## config.mk

```make
export PLATFORM = sky130hd
export DESIGN_NAME = port_arbiter
export DESIGN_NICKNAME = d
export VERILOG_FILES = /design/src/rtl/noc_pkg.sv /design/src/rtl/rr_arbiter.sv /design/src/rtl/port_arbiter.sv
export SDC_FILE = /design/constraint.sdc
export NUM_CORES = 1
export LEC_CHECK = 0
export BUFFER_PORTS_ARGS = -buffer_cell sky130_fd_sc_hd__buf_2
export CORE_MARGIN = 3
export CORE_UTILIZATION = 50
export DETAILED_ROUTE_END_ITERATION = 7
export PLACE_DENSITY = 0.86
export SKIP_CTS_REPAIR_TIMING = 1
export SLEW_MARGIN = 0
export SYNTH_ARGS = -nofsm -noshare
export SYNTH_HDL_FRONTEND = slang
export SYNTH_SLANG_ARGS = --single-unit
```

## constraint.sdc

```tcl
create_clock -name clk -period 12 [get_ports clk]
set_input_delay 0.6 -clock clk [delete_from_list [all_inputs] [get_ports clk]]
set_output_delay 0.6 -clock clk [all_outputs]
set_load 0.005 [all_outputs]
```

## src/rtl/noc_pkg.sv

```systemverilog
// Shared NoC definitions: packet width, destination field positions,
// packet layout and buffer occupancy states.
package noc_pkg;

    localparam int unsigned PKT_WIDTH = 39;
    localparam int unsigned X_MSB     = 36;
    localparam int unsigned X_LSB     = 33;
    localparam int unsigned Y_MSB     = 32;
    localparam int unsigned Y_LSB     = 29;

    // Packet layout: [38:37] reserved, [36:33] dest x, [32:29] dest y, [28:0] payload
    typedef struct packed {
        logic [1:0]  rsvd;
        logic [3:0]  dest_x;
        logic [3:0]  dest_y;
        logic [28:0] payload;
    } pkt_t;

    typedef enum logic [1:0] {
        OCC_EMPTY   = 2'd0,
        OCC_PARTIAL = 2'd1,
        OCC_FULL    = 2'd2
    } occ_t;

endpackage

```

## src/rtl/rr_arbiter.sv

```systemverilog
// Round-robin arbiter: searches req starting at ptr, wrapping mod NUM_IN;
// the first requester wins.
// Ports:
//   req      - request vector
//   ptr      - current search start index
//   grant    - one-hot grant (all zero when no request)
//   next_ptr - index after the winner, or ptr when nothing is granted
module rr_arbiter #(
    parameter int unsigned NUM_IN = 4,
    parameter int unsigned PTR_W  = 2
) (
    input  logic [NUM_IN-1:0] req,
    input  logic [PTR_W-1:0]  ptr,
    output logic [NUM_IN-1:0] grant,
    output logic [PTR_W-1:0]  next_ptr
);

    // Rotating first-one search
    always_comb begin
        int unsigned idx;
        logic        found;
        logic [PTR_W-1:0] sel;
        grant    = '0;
        next_ptr = ptr;
        found    = 1'b0;
        idx      = 0;
        sel      = '0;
        for (int unsigned k = 0; k < NUM_IN; k++) begin
            idx = (32'(ptr) + k) % NUM_IN;
            sel = PTR_W'(idx);
            if (!found && req[sel]) begin
                grant[sel] = 1'b1;
                next_ptr   = PTR_W'((idx + 1) % NUM_IN);
                found      = 1'b1;
            end
        end
    end

endmodule

```

## src/rtl/port_arbiter.sv

```systemverilog
// Merges NUM_IN switch outputs onto one link: round-robin grant into a
// DEPTH-entry output FIFO whose head drives the link.
// Ports:
//   clk, rst_n   - clock, asynchronous active-low reset
//   in_valid     - per-input packet offered
//   in_data      - per-input packet, slice [i*WIDTH +: WIDTH]
//   in_ready     - per-input grant (combinational, at most one high)
//   out_valid    - FIFO head valid
//   out_data     - FIFO head packet, straight from storage
//   out_ready    - downstream accepts head
//   grant_cnt    - per-input saturating 16-bit accept counters
//                  (present only when PORT_ARBITER_STATS_EN is defined)
module port_arbiter
    import noc_pkg::*;
#(
    parameter int unsigned WIDTH  = PKT_WIDTH,
    parameter int unsigned NUM_IN = 4,
    parameter int unsigned DEPTH  = 2
) (
    input  logic                    clk,
    input  logic                    rst_n,
    input  logic [NUM_IN-1:0]       in_valid,
    input  logic [NUM_IN*WIDTH-1:0] in_data,
    output logic [NUM_IN-1:0]       in_ready,
    output logic                    out_valid,
    output logic [WIDTH-1:0]        out_data,
    input  logic                    out_ready
`ifdef PORT_ARBITER_STATS_EN
    ,
    output logic [NUM_IN*16-1:0]    grant_cnt
`endif
);

    localparam int unsigned PTR_W = (NUM_IN > 1) ? $clog2(NUM_IN) : 1;
    localparam int unsigned AW    = (DEPTH > 1) ? $clog2(DEPTH) : 1;
    localparam int unsigned CW    = $clog2(DEPTH + 1);

    logic [PTR_W-1:0]  ptr;
    logic [PTR_W-1:0]  next_ptr;
    logic [NUM_IN-1:0] req;
    logic [NUM_IN-1:0] grant;
    logic [AW-1:0]     rd_ptr;
    logic [AW-1:0]     wr_ptr;
    logic [CW-1:0]     count;
    logic [WIDTH-1:0]  mem [DEPTH];
    logic [WIDTH-1:0]  push_data;
    logic              push;
    logic              pop;
    logic              full;
    occ_t              occ;

    function automatic logic [AW-1:0] wrap_inc(input logic [AW-1:0] p);
        return (p == AW'(DEPTH - 1)) ? '0 : p + AW'(1);
    endfunction

    // Occupancy decode
    always_comb begin
        occ = OCC_PARTIAL;
        if (count == '0)
            occ = OCC_EMPTY;
        else if (count == CW'(DEPTH))
            occ = OCC_FULL;
    end

    assign full = (occ == OCC_FULL);

    // No grants when full (no pass-through) or while reset is held
    assign req = in_valid & {NUM_IN{~full & rst_n}};

    rr_arbiter #(
        .NUM_IN (NUM_IN),
        .PTR_W  (PTR_W)
    ) u_rr_arbiter (
        .req      (req),
        .ptr      (ptr),
        .grant    (grant),
        .next_ptr (next_ptr)
    );

    assign in_ready  = grant;
    assign push      = |grant;
    assign out_valid = (occ != OCC_EMPTY);
    assign out_data  = mem[rd_ptr];
    assign pop       = out_valid & out_ready;

    // Select the granted input's packet
    always_comb begin
        push_data = '0;
        for (int unsigned i = 0; i < NUM_IN; i++) begin
            if (grant[i])
                push_data = push_data | in_data[i*WIDTH +: WIDTH];
        end
    end

    // Arbitration pointer and FIFO control
    always_ff @(posedge clk or negedge rst_n) begin
        if (!rst_n) begin
            ptr    <= '0;
            rd_ptr <= '0;
            wr_ptr <= '0;
            count  <= '0;
        end else begin
            if (push) begin
                ptr    <= next_ptr;
                wr_ptr <= wrap_inc(wr_ptr);
            end
            if (pop)
                rd_ptr <= wrap_inc(rd_ptr);
            if (push && !pop)
                count <= count + CW'(1);
            else if (pop && !push)
                count <= count - CW'(1);
        end
    end

    // Storage is not reset
    always_ff @(posedge clk) begin
        if (push)
            mem[wr_ptr] <= push_data;
    end

`ifdef PORT_ARBITER_STATS_EN
    // Per-input saturating accept counters
    for (genvar g = 0; g < NUM_IN; g++) begin : g_stats
        logic [15:0] cnt;
        always_ff @(posedge clk or negedge rst_n) begin
            if (!rst_n)
                cnt <= '0;
            else if (grant[g] && cnt != 16'hFFFF)
                cnt <= cnt + 16'd1;
        end
        assign grant_cnt[g*16 +: 16] = cnt;
    end
`endif

endmodule

```

==> metrics.cfg <==
[sta]
fmax_mhz=222
hold_violations=0
setup_viol=0
slew_violations=0
slew_headroom_pct=21.5
rsz0062_at_grt=no
tightest_slew_ps=1170
fin_worst_skew_ps=5.55
setup_tns_ps=0
min_period_over_period_pct=37.5
min_period_ps=4500

[clock_tree]
clock_sinks=84
cts_buffers=9
clockBufferDepth=2
path_clk_slew_ps=90
clock_latency_ps=340
cts_tree=done
clockRootBuffer=clkbuf_8
htreeDepth=3

[worst_setup_path]
path_buf_inv=1
start_kind=flip-flop
crit_required_ps=11960
cp_slowest_cell=o211ai_4
cp_slowest_stage_delay_ps=990
cp_top_family=simple AND/OR/NAND/NOR gates
crit_fanout=42
worstPathArrival_ps=4470
critical_path_class=reg2reg
worst_setup_path_end_kind=flip-flop
path_cells=inv_1 -> ha_1 -> nor3b_1 -> a21oi_1 -> o21ai_1 -> nand2_2 -> o211ai_4 -> nor4_4 -> nor2b_4

[logic_synthesis]
synthesis.area_um2=4340
avgSynthCellArea_um2=12.8
ys_seq_area_share_pct=57.5
yosysWarnings=0
synthCells=340
syn_nets=512
yosysUniqueCellTypes=39
synth-seq-cells=84

[cells_and_area]
final_cell_mix=206 x buf_2, 82 x nand2_1, 78 x edfxtp_1
areaGrowthSynthToFinish_pct=31.3
final_core_util_pct=68.6
final_nets=710
fin_area_um2=5690
drive_above_1_share_pct=51.0
final_common_cell=buf_2
insertedDiodeCount=0
final_cells=648

[global_routing]
grt_pass1_wl_um=18200
gr-total-overflow=0
grt_pass1_vias=3692
grt_max_degree=43
grt_use_total_pct=23.6
antenna_found_initial=0

[detailed_routing]
post_drt_wl_per_cell_um=18.3
routed_wl_um=11900
ant_nets=0
drc=0
first_pass_iters=7
drt_iter0_drc=329
vias=3691
via_per_inst=5.70

[placement]
gp_congestion=0.833
place_inst=632
hpwl_um=8400
io_buffers=206
placed_area_um2=5470

[outcome]
status=finished clean

[floorplan]
rows=33
die_w_um=99.1
die_area_um2=9820
die_y_um=99.1
ioPinCount=207
design.core.area_um2=8300
start_util_pct=52.2

[power_and_ir_drop]
p_leak_nw=2.50
max-vdd-ir-drop_mv=0.327
power_mw=1.65
power_density_nw_per_um2=291

[hold_path]
hold_path_class=in2async

[flow_run]
maxCapViolCount=0

## worst register-to-register path: cells and delay by family (launching register included)
family	cells	cell delay [ps]
simple gates	4	1600
compound gates	3	1260
flops	1	590
fa+ha+maj	1	450
buf+inv	1	200
## per-layer routing
metal | global-route usage (%) | routed length [um]
met5 | 0 | 0
met4 | 7.67 | 136
met3 | 4.98 | 924
met2 | 41.6 | 6370
met1 | 28.9 | 4460
## synth_stat cells
cell,number,area share (%)
a22oi_2,1,0.29
nor2b_1,2,0.29
nor3_1,2,0.23
nand2_2,1,0.14
a32oi_1,4,0.81
a21boi_1,1,0.17
a222oi_1,39,9.0
xnor2_1,5,1.0
clkbuf_1,9,0.78
o32ai_2,2,0.75
nor2_1,3,0.26
and2b_1,1,0.17
buf_2,9,1.0
nor4_4,1,0.49
edfxtp_1,78,54
ha_1,9,2.6
o21ai_1,3,0.35
mux2_4,1,0.35
a211oi_1,1,0.17
nand2_1,82,7.1
o41ai_1,1,0.20
mux2_1,1,0.26
and3b_1,1,0.20
inv_1,10,0.87
and2_1,1,0.14
o21ai_0,2,0.23
mux2_2,39,10
a21oi_1,2,0.23
or3_1,1,0.14
nor4b_1,1,0.20
mux2i_1,2,0.46
buf_1,3,0.26
buf_6,1,0.26
xor2_1,1,0.20
a31oi_1,2,0.29
o211ai_2,5,1.4
nand3_1,4,0.46
dfrtp_1,6,3.5
nor3b_1,3,0.52
## power breakdown
part	internal, mW	total [mW]	switching [mW]	leakage, nW
clock	0.119	0.221	0.102	0.105
combinational	0.334	0.772	0.438	1.59
sequential	0.582	0.661	0.0795	0.809
## stage by stage
step / hold slack (ps) / setup slack (ps)
after CTS: 67.1 / 7520
after floorplan: 304 / 7650
after global routing: 63.0 / 7150
after detailed placement: 452 / 7550
final: 83.3 / 7500
after global placement: 445 / 7760
## registers in the layout (all words and copies together), names as in the netlist
signal and cells:
mem 78, count 2, ptr 2, rd_ptr 1, wr_ptr 1
## final timing paths
path / from / endpoint / slack (ps) / depth (start not counted)
setup / recovery: ptr[0]$_DFFE_PN0P_ / mem[1][7]$_DFFE_PP_ / 7500 / 9
hold / removal: rst_n / ptr[1]$_DFFE_PN0P_ / 80 / 1
setup reg to reg: ptr[0]$_DFFE_PN0P_ / mem[1][7]$_DFFE_PP_ / 7500 / 9
hold reg to reg: count[0]$_DFFE_PN0P_ / count[0]$_DFFE_PN0P_ / 600 / 1
max in group asynchronous: rst_n / rd_ptr$_DFFE_PN0P_ / 11730 / 1
min in group clk: in_data[40] / mem[0][1]$_DFFE_PP_ / 540 / 3
## cells by family after synthesis
family	Yosys count	synth area share [%]
simple gates	103	10.4
flops	84	57.5
compound gates	63	13.9
mux	43	11.2
buf+inv	32	3.20
fa+ha+maj	9	2.60
xor+xnor	6	1.21
## layout make-up
cell class | count | area, um^2
clock buffers | 9 | 124
clock inverters | 7 | 98.8
fillers | 629 | 2610
inverters | 10 | 37.5
multi-input cells | 224 | 1750
flip-flops and latches | 84 | 2490
well taps | 105 | 131
repair buffers | 209 | 1050
No activity file was read; power rests on OpenSTA's default activity.
